## src/rtl/risc_pkg.sv

```systemverilog
// Shared types and constants for the RISC pipeline front end.
// Contents: XLEN, NOP_INSTR, fetch FSM state type and fetch-buffer entry type.
package risc_pkg;

  localparam int unsigned XLEN      = 32;
  localparam logic [31:0] NOP_INSTR = 32'h0000_0013;

  typedef enum logic [1:0] {
    S_BOOT,
    S_FETCH,
    S_DRAIN
  } if_state_e;

  // One buffered fetch: requested PC, returned word, and whether it has returned
  typedef struct packed {
    logic [XLEN-1:0] pc;
    logic [31:0]     instr;
    logic            filled;
  } if_entry_t;

endpackage

```

## src/rtl/if_fetch_buffer.sv

```systemverilog
// Circular buffer of in-flight fetches. Entries are allocated at grant time,
// filled in order as responses return, and popped from the head by IF/ID.
// Ports: clk, reset (async, active-low), flush, alloc/alloc_pc, fill/fill_instr,
//        pop, head (oldest entry), count (allocated), unfilled (awaiting data).
module if_fetch_buffer
  import risc_pkg::*;
#(
  parameter int unsigned DEPTH = 2
) (
  input  logic                         clk,
  input  logic                         reset,
  input  logic                         flush,
  input  logic                         alloc,
  input  logic [XLEN-1:0]              alloc_pc,
  input  logic                         fill,
  input  logic [31:0]                  fill_instr,
  input  logic                         pop,
  output if_entry_t                    head,
  output logic [$clog2(DEPTH+1)-1:0]   count,
  output logic [$clog2(DEPTH+1)-1:0]   unfilled
);

  localparam int unsigned PW = $clog2(DEPTH);
  localparam int unsigned CW = $clog2(DEPTH + 1);

  if_entry_t       entries [DEPTH];
  logic [PW-1:0]   head_ptr;
  logic [PW-1:0]   alloc_ptr;
  logic [PW-1:0]   fill_ptr;

  assign head = entries[head_ptr];

  // Pointer and entry update; a fill may target the entry being popped (bypass)
  always_ff @(posedge clk or negedge reset) begin
    if (!reset) begin
      for (int unsigned i = 0; i < DEPTH; i++) begin
        entries[i] <= '{pc: '0, instr: NOP_INSTR, filled: 1'b0};
      end
      head_ptr  <= '0;
      alloc_ptr <= '0;
      fill_ptr  <= '0;
      count     <= '0;
      unfilled  <= '0;
    end else if (flush) begin
      head_ptr  <= '0;
      alloc_ptr <= '0;
      fill_ptr  <= '0;
      count     <= '0;
      unfilled  <= '0;
    end else begin
      if (alloc) begin
        entries[alloc_ptr] <= '{pc: alloc_pc, instr: NOP_INSTR, filled: 1'b0};
        alloc_ptr          <= alloc_ptr + PW'(1);
      end
      if (fill) begin
        entries[fill_ptr].instr  <= fill_instr;
        entries[fill_ptr].filled <= 1'b1;
        fill_ptr                 <= fill_ptr + PW'(1);
      end
      if (pop) begin
        head_ptr <= head_ptr + PW'(1);
      end
      count    <= count + CW'(alloc) - CW'(pop);
      unfilled <= unfilled + CW'(alloc) - CW'(fill);
    end
  end

endmodule

```

## src/rtl/if_fetch_stage.sv

```systemverilog
// Instruction-fetch stage: owns the fetch PC, issues in-order imem requests,
// buffers up to FIFO_DEPTH fetches and drives the IF/ID register.
// Ports: clk, reset (async, active-low), stall, branch_taken, branch_target,
//        imem_req/imem_addr/imem_gnt, imem_rvalid/imem_rdata,
//        if_id_valid/if_id_pc/if_id_instr.
// Optional: IF_PERF_CNT_EN adds perf_fetched and perf_bubbles counters.
module if_fetch_stage
  import risc_pkg::*;
#(
  parameter logic [XLEN-1:0] RESET_PC   = 32'h0000_0000,
  parameter int unsigned     FIFO_DEPTH = 2
) (
  input  logic            clk,
  input  logic            reset,
  input  logic            stall,
  input  logic            branch_taken,
  input  logic [XLEN-1:0] branch_target,
  output logic            imem_req,
  output logic [XLEN-1:0] imem_addr,
  input  logic            imem_gnt,
  input  logic            imem_rvalid,
  input  logic [31:0]     imem_rdata,
  output logic            if_id_valid,
  output logic [XLEN-1:0] if_id_pc,
  output logic [31:0]     if_id_instr
`ifdef IF_PERF_CNT_EN
  ,
  output logic [31:0]     perf_fetched,
  output logic [31:0]     perf_bubbles
`endif
);

  localparam int unsigned CW = $clog2(FIFO_DEPTH + 1);

  if_state_e       state, state_n;
  logic [XLEN-1:0] pc_q, pc_n;
  logic [CW-1:0]   drop_q, drop_n;
  logic [CW-1:0]   count_n;
  logic            req_n;
  logic            granted, rsp_ok, head_ready;
  logic            alloc, fill, pop, flush;
  logic [31:0]     load_instr;
  if_entry_t       head;
  logic [CW-1:0]   buf_count, buf_unfilled;

  if_fetch_buffer #(.DEPTH(FIFO_DEPTH)) u_buf (
    .clk        (clk),
    .reset      (reset),
    .flush      (flush),
    .alloc      (alloc),
    .alloc_pc   (pc_q),
    .fill       (fill),
    .fill_instr (imem_rdata),
    .pop        (pop),
    .head       (head),
    .count      (buf_count),
    .unfilled   (buf_unfilled)
  );

  assign imem_addr  = pc_q;
  // Head word may arrive this very cycle; forward it straight into IF/ID
  assign load_instr = head.filled ? head.instr : imem_rdata;

  // State register
  always_ff @(posedge clk or negedge reset) begin
    if (!reset) state <= S_BOOT;
    else        state <= state_n;
  end

  // Next state, buffer control, and next request/PC
  always_comb begin
    state_n    = state;
    pc_n       = pc_q;
    drop_n     = drop_q;
    alloc      = 1'b0;
    fill       = 1'b0;
    pop        = 1'b0;
    flush      = 1'b0;
    granted    = imem_req & imem_gnt;
    rsp_ok     = imem_rvalid && (state == S_FETCH) && (buf_unfilled != '0);
    head_ready = (buf_count != '0) && (head.filled || rsp_ok);

    if (branch_taken) pc_n = branch_target & ~XLEN'(3);

    case (state)
      S_BOOT: state_n = S_FETCH;
      S_FETCH: begin
        if (branch_taken) begin
          // Everything in flight is discarded; a response landing now is already gone
          flush  = 1'b1;
          drop_n = buf_unfilled + CW'(granted) - CW'(rsp_ok);
          if (drop_n != '0) state_n = S_DRAIN;
        end else begin
          alloc = granted;
          fill  = rsp_ok;
          pop   = !stall && head_ready;
          if (granted) pc_n = pc_q + XLEN'(4);
        end
      end
      S_DRAIN: begin
        if (imem_rvalid && (drop_q != '0)) drop_n = drop_q - CW'(1);
        if (drop_n == '0) state_n = S_FETCH;
      end
      default: state_n = S_BOOT;
    endcase

    count_n = flush ? '0 : (buf_count + CW'(alloc) - CW'(pop));
    req_n   = (state_n == S_FETCH) && (count_n < CW'(FIFO_DEPTH));
  end

  // PC, drop counter, request and IF/ID register
  always_ff @(posedge clk or negedge reset) begin
    if (!reset) begin
      pc_q        <= RESET_PC;
      drop_q      <= '0;
      imem_req    <= 1'b0;
      if_id_valid <= 1'b0;
      if_id_pc    <= '0;
      if_id_instr <= NOP_INSTR;
    end else begin
      pc_q     <= pc_n;
      drop_q   <= drop_n;
      imem_req <= req_n;
      if (branch_taken) begin
        if_id_valid <= 1'b0;
      end else if (!stall) begin
        if_id_valid <= pop;
        if (pop) begin
          if_id_pc    <= head.pc;
          if_id_instr <= load_instr;
        end
      end
    end
  end

`ifdef IF_PERF_CNT_EN
  // Loads and non-stalled empty cycles, free-running with wrap
  always_ff @(posedge clk or negedge reset) begin
    if (!reset) begin
      perf_fetched <= '0;
      perf_bubbles <= '0;
    end else begin
      if (pop)            perf_fetched <= perf_fetched + 32'(1);
      if (!stall && !pop) perf_bubbles <= perf_bubbles + 32'(1);
    end
  end
`endif

  // Every response must belong to a request still being filled or drained
  assert property (@(posedge clk) disable iff (!reset)
    imem_rvalid |-> (((state == S_FETCH) && (buf_unfilled != '0)) || (state == S_DRAIN)))
  else $error("if_fetch_stage: imem_rvalid with nothing outstanding");

endmodule

```

## config.mk

```make
export PLATFORM = sky130hd
export DESIGN_NAME = if_fetch_stage
export DESIGN_NICKNAME = d
export VERILOG_FILES = /design/src/rtl/risc_pkg.sv /design/src/rtl/if_fetch_buffer.sv /design/src/rtl/if_fetch_stage.sv
export SDC_FILE = /design/constraint.sdc
export NUM_CORES = 1
export LEC_CHECK = 0
export ABC_CLOCK_PERIOD_IN_PS = 5900
export CORE_UTILIZATION = 58
export CTS_CLUSTER_DIAMETER = 200
export DETAILED_ROUTE_END_ITERATION = 8
export GPL_TIMING_DRIVEN = 0
export PLACE_DENSITY = 0.93
export SLEW_MARGIN = 15
export SYNTH_ARGS = -nofsm -noshare
export SYNTH_HDL_FRONTEND = slang
export SYNTH_SLANG_ARGS = --single-unit
```

## constraint.sdc

```tcl
create_clock -name clk -period 5.9 [get_ports clk]
set_input_delay 0.885 -clock clk [delete_from_list [all_inputs] [get_ports clk]]
set_output_delay 0.885 -clock clk [all_outputs]
set_load 0.05 [all_outputs]
```

=== After elaboration in Yosys (flattened, before gate mapping) ===
Cells that the tools add are included.

* Divide/modulo/power cells: 0
* Mux-type cells: 46
* Reductions and logical operators: 22
* Bitwise gates (word level): 6
* $mul: 0
* Add/sub/neg operators: 11
* Order comparisons: 6
* Equality and inequality tests: 5
* Shift-type cells: 0

{| class="wikitable"
|+ Operator list
! kind !! number
|-
| 130-bit bitwise mux || 3
|-
| 130-bit 2-to-1 mux || 3
|-
| 65-bit 2-to-1 mux || 4
|-
| 65-bit demux with 1-bit select || 3
|-
| 32-bit 2-to-1 mux || 5
|-
| 33-bit 2-to-1 mux || 1
|-
| 32-bit by 3-bit adder with 32-bit output, second input constant || 1
|-
| 1-bit 2-to-1 mux || 17
|-
| 2-bit 2-to-1 mux || 8
|-
| 2-bit nonzero test || 8
|-
| 1-bit logical AND || 8
|-
| 2-bit by 1-bit adder with 2-bit output || 3
|-
| 2-bit >= comparator, second input constant || 3
|-
| 1-bit NOT with 2-bit output || 3
|-
| 2-bit case mux with 3 select lines || 1
|-
| 2-bit by 1-bit subtractor with 2-bit output || 3
|-
| 2-bit by 1-bit == test with 1-bit output, second input constant || 2
|-
| 2-bit logical NOT || 2
|-
| 2-bit by 1-bit less-than comparator with 1-bit output, second input constant || 2
|-
| 2-bit case mux with 2 select lines || 1
|-
| 1-bit adder, second input constant || 3
|-
| 3-bit AND reduction || 1
|-
| 2-bit == test, second input constant || 1
|-
| 2-bit less-than comparator, second input constant || 1
|-
| other kinds (8) || 9
|}

* Latch bits: 0
* ROM bits: 0
* Output and inout bits: 98
* Flip-flop bits (word level): 239
* Bits in writable memories: 0
* Memories: 0

=== Longest topological paths before layout ===
Gate-level depths: netlist (run 1).

* Depth after elaboration: 13
* Mapped depth: 13
* Depth with buffers taken out: 10

=== Modules after synthesis ===
A second synthesis (run 1) with hierarchy kept.

* Cell total of the unflattened synthesis: 873
* Area total of the unflattened synthesis: 11000.6 um^2

{| class="wikitable"
|+ Modules (own cells, without submodules)
! module !! instances !! seq. area each (um^2) !! area each (um^2) !! cells each
|-
| if_fetch_buffer || 1 || 3435.8 || 5869.4 || 396
|-
| if_fetch_stage || 1 || 2556.2 || 5131.2 || 477
|}

=== Worst setup path after synthesis (run 1) ===
Ideal clock, no wire load.

* Kind: input to register
* Start: in branch_taken
* End: reg imem_req
* Setup slack: 2706 ps
* Stages on the path: 13
* Data required time: 5759 ps
* Arrival: 3052 ps
* Setup time: 141 ps
* Cells stage by stage: buf_2 -> or3b_4 -> a2111o_1 -> buf_2 -> buf_2 -> inv_2 -> ha_1 -> inv_1 -> ha_1 -> xor2_1 -> nor2_1 -> nor3_1 -> a211oi_1

* Cells in the longest elaborated chain, start to end: 7
* Elaborated cells between the ends (all ways): 14

{| class="wikitable"
|+ RTL lines
! what !! RTL line !! text
|-
| start: declaration || if_fetch_stage.sv:16 || <nowiki>input logic branch_taken,</nowiki>
|-
| 1-bit 2-to-1 mux || if_fetch_stage.sv:88 || <nowiki>if (branch_taken) begin</nowiki>
|-
| 1-bit 2-to-1 mux || if_fetch_stage.sv:85 || <nowiki>case (state)</nowiki>
|-
| 2-bit by 1-bit adder with 2-bit output || if_fetch_stage.sv:107 || <nowiki>count_n = flush ? '0 : (buf_count + CW'(alloc) - CW'(pop));</nowiki>
|-
| 2-bit by 1-bit subtractor with 2-bit output || if_fetch_stage.sv:107 ||
|-
| 2-bit 2-to-1 mux * || if_fetch_stage.sv:107 ||
|-
| via count_n[1] || if_fetch_stage.sv:38 || <nowiki>logic [CW-1:0] count_n;</nowiki>
|-
| 2-bit less-than comparator * || if_fetch_stage.sv:108 || <nowiki>req_n = (state_n == S_FETCH) && (count_n < CW'(FIFO_DEPTH));</nowiki>
|-
| 1-bit logical AND * || if_fetch_stage.sv:108 ||
|-
| via req_n || if_fetch_stage.sv:39 || <nowiki>logic req_n;</nowiki>
|-
| end signal: assignment || if_fetch_stage.sv:123 || <nowiki>imem_req <= req_n;</nowiki>
|-
| end: declaration || if_fetch_stage.sv:18 || <nowiki>output logic imem_req,</nowiki>
|}

Mark *: on every way through the listed nets, which the timed path passes. The rest lies on a longest branch.
A chain may end at the register's enable or synchronous reset.

=== Final worst setup path (run 1) ===
* Start: in imem_rvalid
* End: reg imem_req

* Cells in the longest elaborated chain, start to end: 11
* Elaborated cells between the ends (all ways): 22

{| class="wikitable"
|+ RTL lines
! what !! RTL line !! text
|-
| start: declaration || if_fetch_stage.sv:21 || <nowiki>input logic imem_rvalid,</nowiki>
|-
| 1-bit logical AND (2 in a row) || if_fetch_stage.sv:80 || <nowiki>rsp_ok = imem_rvalid && (state == S_FETCH) && (buf_unfilled != '0);</nowiki>
|-
| 1-bit logical OR || if_fetch_stage.sv:81 || <nowiki>head_ready = (buf_count != '0) && (head.filled || rsp_ok);</nowiki>
|-
| 1-bit logical AND || if_fetch_stage.sv:81 ||
|-
| 1-bit logical AND || if_fetch_stage.sv:96 || <nowiki>pop = !stall && head_ready;</nowiki>
|-
| 1-bit 2-to-1 mux || if_fetch_stage.sv:88 ||
|-
| 1-bit 2-to-1 mux || if_fetch_stage.sv:85 ||
|-
| 2-bit by 1-bit subtractor with 2-bit output || if_fetch_stage.sv:107 ||
|-
| 2-bit 2-to-1 mux || if_fetch_stage.sv:107 ||
|-
| via count_n[1] || if_fetch_stage.sv:38 ||
|-
| 2-bit less-than comparator || if_fetch_stage.sv:108 ||
|-
| 1-bit logical AND || if_fetch_stage.sv:108 ||
|-
| via req_n || if_fetch_stage.sv:39 ||
|}

The timed path passes the listed nets, and every way through them passes these cells. The select of a mux whose other input is x is not followed.

==> run_results.csv, run 1 <==
group,metric,value,unit
floorplanning,start_util,59.3,%
critical_path,startpoint_type,"input port",
clock_network,cts_setup_buffers,0,
clock_network,cts_resized,0,
layout,insertedDiodeCount,0,
logic_synthesis,synthFlopType,"dfrtp_1",
floorplanning,std_cell_rows,49,
logic_synthesis,ys_top_cells_by_area,"dfrtp_1 54%, mux2i_1 6.2%, mux2_2 5.7%",
sta,worst_slew_pin_slew,0.903,ns
logic_synthesis,syn_avg_cell_area,10.8,um^2
clock_network,clock_latency,0.52,ns
critical_path,cp.required,6.26,ns
drt,viasPerCell,6.44,
floorplanning,fp.dieW,138,um
critical_path,path_max_fanout,10,
clock_network,cts_tree,"yes",
layout,drive_gt1_share,11.4,%
power_and_ir_drop,fin_total_pwr,6.95,mW
critical_path,crit_path_end_kind,"flop",
run_status,status,"complete, no violations",
drt,vias,9195,
global_routing,grt_use_total,32.9,%
logic_synthesis,synth_area,0.0107,mm^2
critical_path,arrival,4.11,ns
clock_network,cts_buffers,24,
global_routing,antenna_found_initial,0,
sta,fin_tns_setup,0,ns
drt,drtIter0Drc,896,
layout,design_area,0.0135,mm^2
floorplanning,core,0.0180,mm^2
sta,hold_viol_final,0,
logic_synthesis,synth_cell_types,50,
clock_network,postCtsHoldBufs,0,
global_routing,grt_first_pass_wirelength,47.8,mm
layout,mostFrequentLayoutCells,"230 x dfrtp_1, 163 x clkdlybuf4s50_1, 115 x nand2_1",
floorplanning,dieArea,0.0190,mm^2
layout,nFillCells,1077,
sta,maxSlewViolCount,0,
sta,slew_headroom,39.8,%
clock_network,cts_buffer_depth,3,
logic_synthesis,yosysWarnings,0,
global_routing,first_global_vias,9205,
sta,fin_crit_sh,63.5,%
job,cap_violations,0,
layout,final_common_cell,"dfrtp_1",
floorplanning,num_io_pins,168,
logic_synthesis,synth_top_cell_area_share,53.9,%
global_routing,grt_max_degree,106,
layout,nNetsFinal,1258,
place,dpl_cell_area,0.0127,mm^2
power_and_ir_drop,p_leak,5.82,nW
layout,stdcell_count,1427,
sta,fin_crit,3.75,ns
critical_path,critical_path_class,"in2reg",
clock_network,cts_max_level,1,
drt,postRouteAntennaNets,0,
place,placed_cells,1384,
drt,drcViolationCount,0,
logic_synthesis,synth_nets,1066,
floorplanning,die_h,138,um
layout,syn2layout_area_growth,26.5,%
drt,routedWlPerCell,21.5,um
clock_network,clockRootBuffer,"clkbuf_16",
place,gp_congestion,0.880,
sta,max_freq,267,MHz
sta,setup_viol,0,
global_routing,grt.overflow.total,0,
logic_synthesis,yosys.area.top_type,"dfrtp_1",
clock_network,clock_sinks,239,
place,dp_hpwl,19.6,mm
logic_synthesis,netlist_instances,989,
min_path,hold_class,"in2async",
logic_synthesis,seq_area_frac_synth,56.1,%
place,port_buffers,164,
clock_network,clk_pin_slew_worst_paths,0.06,ns
sta,whs,0.298,ns
drt,dr.pass1.iters,5,
drt,wl,30.7,mm
power_and_ir_drop,ir_drop,0.378,mV
power_and_ir_drop,power.density,514,mW/mm^2
logic_synthesis,synth_edf_count,0,
logic_synthesis,synth-async-reset-ratio,100,%
sta,finalClockSkew,0.0267,ns
logic_synthesis,ys_seq_elements,239,
sta,rsz0062_at_grt,"no",
cell type report:
cell class              instances  area (um^2)  share of cell area [%]
repair buffers                166         1700                    12.6
inverters                      22         82.6                   0.611
well taps                     229          287                    2.12
clock buffers                  31          678                    5.02
multi-input cells             655         4290                    31.7
flip-flops and latches        239         5990                    44.3
clock inverters                12          169                    1.25
plain buffers                  73          324                    2.40
per-stage QoR:
step / utilization, % / setup slack (ns)
2_1_floorplan: - / 2.71
3_3_place_gp: 70.0 / -5.73
3_5_place_dp: 70.3 / 1.87
4_1_cts: 75.0 / 2.26
5_1_grt: 75.0 / 2.10
6_report: 75.0 / 2.15
final timing paths:
kind | from | endpoint | slack [ns] | cells past startpoint
worst max-delay path | imem_rvalid | imem_req$_DFF_PN0_ | 2.15 | 13
worst min-delay path | reset | u_buf.entries[26]$_DFFE_PN0N_ | 0.30 | 1
worst max register to register | u_buf.unfilled[1]$_DFF_PN0_ | imem_req$_DFF_PN0_ | 2.32 | 12
worst min register to register | if_id_pc[21]$_DFFE_PN0P_ | if_id_pc[21]$_DFFE_PN0P_ | 0.48 | 2
max in group asynchronous | reset | drop_q[0]$_DFFE_PN0P_ | 4.37 | 3
min in group clk | if_id_pc[21]$_DFFE_PN0P_ | if_id_pc[21]$_DFFE_PN0P_ | 0.48 | 2
cell families (layout without fill, tap and decap cells):
kind of cell    after synthesis  count (layout)  synth area share [%]
mux                         120             120                  11.9
buf+inv                      95             304                  3.81
xor+xnor                     16              16                  1.31
compound gates              233             233                  14.0
flops                       239             239                  56.1
simple gates                279             279                  12.1
fa+ha+maj                     7               7                 0.820
per-layer routing:
layer | track usage [%] | wire length (um) | part of all wire (%)
met3 | 7.54 | 3140 | 10
met1 | 42.8 | 11800 | 38
met2 | 52.8 | 14600 | 47
met4 | 14.5 | 1220 | 4.0
met5 | 0 | 0 | 0
worst max-delay path, stage by stage:
cell and delay (ns):
clkdlybuf4s50_1 0.54, o21ai_0 0.28, a2111o_1 0.58, buf_2 0.27
buf_2 0.23, inv_2 0.09, ha_1 0.22, inv_1 0.08
ha_1 0.19, xor2_1 0.20, nor2_1 0.08, nor3_1 0.38
a211oi_1 0.09
power by group:
| part | leakage (nW) | switching [mW] | internal (mW) |
|---|---|---|---|
| clock | 0.414 | 0.653 | 0.987 |
| sequential | 3.07 | 0.422 | 2.27 |
| combinational | 2.34 | 1.61 | 1.02 |
cells in the mapped netlist, types with 5 or more instances:
cell type	count
nor2_1	67
clkbuf_1	45
nor3_1	9
mux2i_1	66
a311o_1	8
xor2_1	6
o31ai_1	7
or4_1	6
a31oi_1	10
nand3_1	15
buf_2	22
dfstp_2	9
and3_1	8
nand2_1	115
a22o_1	56
ha_1	7
o21ai_0	104
nor4_1	8
or3_1	5
nand4_1	23
dfrtp_1	230
mux2_2	54
and2_1	5
a21oi_1	35
inv_1	21
xnor2_1	10
Note: power is estimated with default switching activity, not from simulation.
==> inputs of run 2 (changes only) <==
- ABC_CLOCK_PERIOD_IN_PS: 5900 -> 3300
- CORE_UTILIZATION: 58 -> 49
- PLACE_DENSITY: 0.93 -> 0.85
- clock period: 5.9 -> 3.3 ns (I/O delays scaled with it)
==> run 2 against run 1 <==
Via count shrank 4.3%. Clock skew shrank 0.011 ns. Cell area grew 0.73%. Combinational power rose by 75%. Largest power group unchanged. Critical path depth is 1 lower. Non-clock buffer count is 1 higher.
==> run_results.csv, run 2 (synthesized netlist as in run 1, its figures left out) <==
group,metric,value,unit
run_status,status,"complete, no violations",
layout,design_area,0.0136,mm^2
sta,fin_crit,3.15,ns
sta,finalClockSkew,0.0160,ns
drt,route.met3.wl,2.47,mm
clock_network,cts_buffer_depth,3,
critical_path,endpoint,"imem_req$_DFF_PN0_",
drt,routedWlPerCell,19.7,um
floorplanning,dieArea,0.0224,mm^2
global_routing,grt.overflow.total,0,
floorplanning,die_h,150,um
clock_network,cts_buffers,25,
layout,drive_gt1_share,11.7,%
sta,hold_viol_final,0,
global_routing,grt_first_pass_wirelength,46.0,mm
power_and_ir_drop,switching_share,37.8,%
critical_path,timing.critical_path.buf_inv,4,
clock_network,clock_latency,0.53,ns
global_routing,grt_use_total,26.2,%
sta,timing.final.ws_setup,0.153,ns
layout,nFillCells,1598,
critical_path,arrival,3.56,ns
clock_network,cts_tree,"yes",
clock_network,clock_sinks,239,
place,placed_cells,1430,
sta,worst_slew_pin_slew,0.924,ns
layout,syn2layout_area_growth,27.5,%
sta,slew_headroom,38.4,%
layout,multi_input_area,0.00429,mm^2
critical_path,crit_path_start,"state[1]$_DFF_PN0_",
layout,stdcell_count,1475,
layout,nNetsFinal,1260,
sta,maxSlewViolCount,0,
sta,setup_viol,0,
drt,drtIter0Drc,726,
power_and_ir_drop,ir_drop,0.499,mV
floorplanning,fp.dieW,150,um
drt,dr.pass1.iters,5,
global_routing,antenna_found_initial,0,
power_and_ir_drop,power.density,907,mW/mm^2
power_and_ir_drop,p_int,7.68,mW
power_and_ir_drop,p_leak,5.85,nW
floorplanning,start_util,50.3,%
critical_path,critical_path_class,"reg2reg",
critical_path,path_max_fanout,10,
place,dp_slack,-0.343,ns
min_path,hold_class,"reg2reg",
critical_path,startpoint_type,"flop",
place,gp_congestion,0.865,
floorplanning,num_io_pins,168,
place,dp_hpwl,19.9,mm
drt,drcViolationCount,0,
critical_path,crit_chain,"or3b_4 > a2111o_1 > buf_2 > buf_2 > inv_2 > ha_1 > inv_1 > ha_1 > xor2_1 > and2_1 > nor3_2 > a211oi_1",
power_and_ir_drop,power_frac_seq,38.8,%
critical_path,cp_slowest_cell,"a2111o_1",
layout,ff_latch_area,0.00599,mm^2
place,dpl_cell_area,0.0127,mm^2
critical_path,worstRegToRegCells,12,
clock_network,clockRootBuffer,"clkbuf_16",
power_and_ir_drop,pwr-share-clk,24.0,%
place,port_buffers,164,
floorplanning,std_cell_rows,53,
sta,fin_tns_setup,0,ns
drt,viasPerCell,5.96,
sta,max_freq,318,MHz
drt,dr_wl_met2,14.0,mm
clock_network,clk_pin_slew_worst_paths,0.06,ns
power_and_ir_drop,power_frac_comb,37.3,%
drt,wl,29.0,mm
min_path,hold_start,"if_id_instr[22]$_DFFE_PN0P_",
drt,vias,8798,
critical_path,worstReg2RegEnd,"imem_req$_DFF_PN0_",
critical_path,reg2reg_from,"state[1]$_DFF_PN0_",
layout,final_common_cell,"dfrtp_1",
critical_path,crit_family,"buffers and inverters",
critical_path,crit_path_end_kind,"flop",
sta,fin_crit_sh,95.4,%
floorplanning,core,0.0212,mm^2
layout,mostFrequentLayoutCells,"230 x dfrtp_1, 163 x clkdlybuf4s50_1, 115 x nand2_1",
layout,insertedDiodeCount,0,
power_and_ir_drop,netSwitchingPower,4.67,mW
drt,top_layer_used,"met4",
critical_path,cp.depth,12,
global_routing,grt_max_degree,98,
critical_path,max_stage_delay,0.46,ns
drt,wl_met1,11.8,mm
critical_path,reg2reg_slack,0.15,ns
drt,postRouteAntennaNets,0,
clock_network,cts_max_level,1,
layout,final_util,64.2,%
critical_path,cp.required,3.72,ns
global_routing,first_global_vias,8877,
job,cap_violations,0,
run 2: tightest hold or removal path, delay by kind of cell, from the launching register on:
kind | cells | cell delay (ns)
flops | 1 | 0.34
simple gates | 1 | 0.04
compound gates | 1 | 0.06
run 2: power by group through the flow:
stage / clock network, mW / logic [mW] / registers [mW]
after floorplan: 0 / 2.02 / 5.75
after global placement: 0 / 4.42 / 4.73
after detailed placement: 0 / 4.56 / 4.78
after CTS: 2.97 / 4.61 / 4.76
after global routing: 3.10 / 4.95 / 4.90
final: 2.96 / 4.61 / 4.79
run 2: worst min path at each step:
stage                                        endpoint  slack, ns  depth (start not counted)
after floorplan            asynchronous set/reset pin       0.20                          0
after global placement                           flop       0.46                          2
after detailed placement  if_id_instr[16]$_DFFE_PN0P_       0.46                          1
after CTS                 if_id_instr[22]$_DFFE_PN0P_       0.48                          2
after global routing       if_id_instr[4]$_DFFE_PN1P_       0.51                          2
final                     if_id_instr[22]$_DFFE_PN0P_       0.48                          2
run 2: cell type report:
type	instances	area share, %
buffer	73	2.38
clock inverter	8	0.900
timing repair buffer	167	12.6
sequential	239	44.0
multi-input combinational	655	31.5
clock buffer	36	5.49
inverter	22	0.606
tap	275	2.53
run 2: what timing repair did:
action | in CTS | in global routing
hold buffers | 1 | 0
gates resized for setup | 1 | 2
setup buffers | 0 | 0
endpoints found under the setup margin | 2 | 2
hold endpoints to repair | 54 | 0
run 2: per-stage QoR:
stage          total power [mW]  hold WS [ns]
2_1_floorplan              7.77         0.199
3_3_place_gp               9.15         0.461
3_5_place_dp               9.34         0.455
4_1_cts                    12.3         0.482
5_1_grt                    13.0         0.507
6_report                   12.4         0.475
run 2: per-layer routing:
metal  vias to the layer above  GRT usage (%)
met5                         -              0
met4                         0           8.48
met3                        66           5.09
met2                       433           44.2
met1                      4384           33.8
li1                       3915              -
==> inputs of run 3 (changes only) <==
- HOLD_SLACK_MARGIN: unset -> 0.08
==> results of run 3 <==
Same layout as run 2: the final DEF is identical, and so are final timing and power.
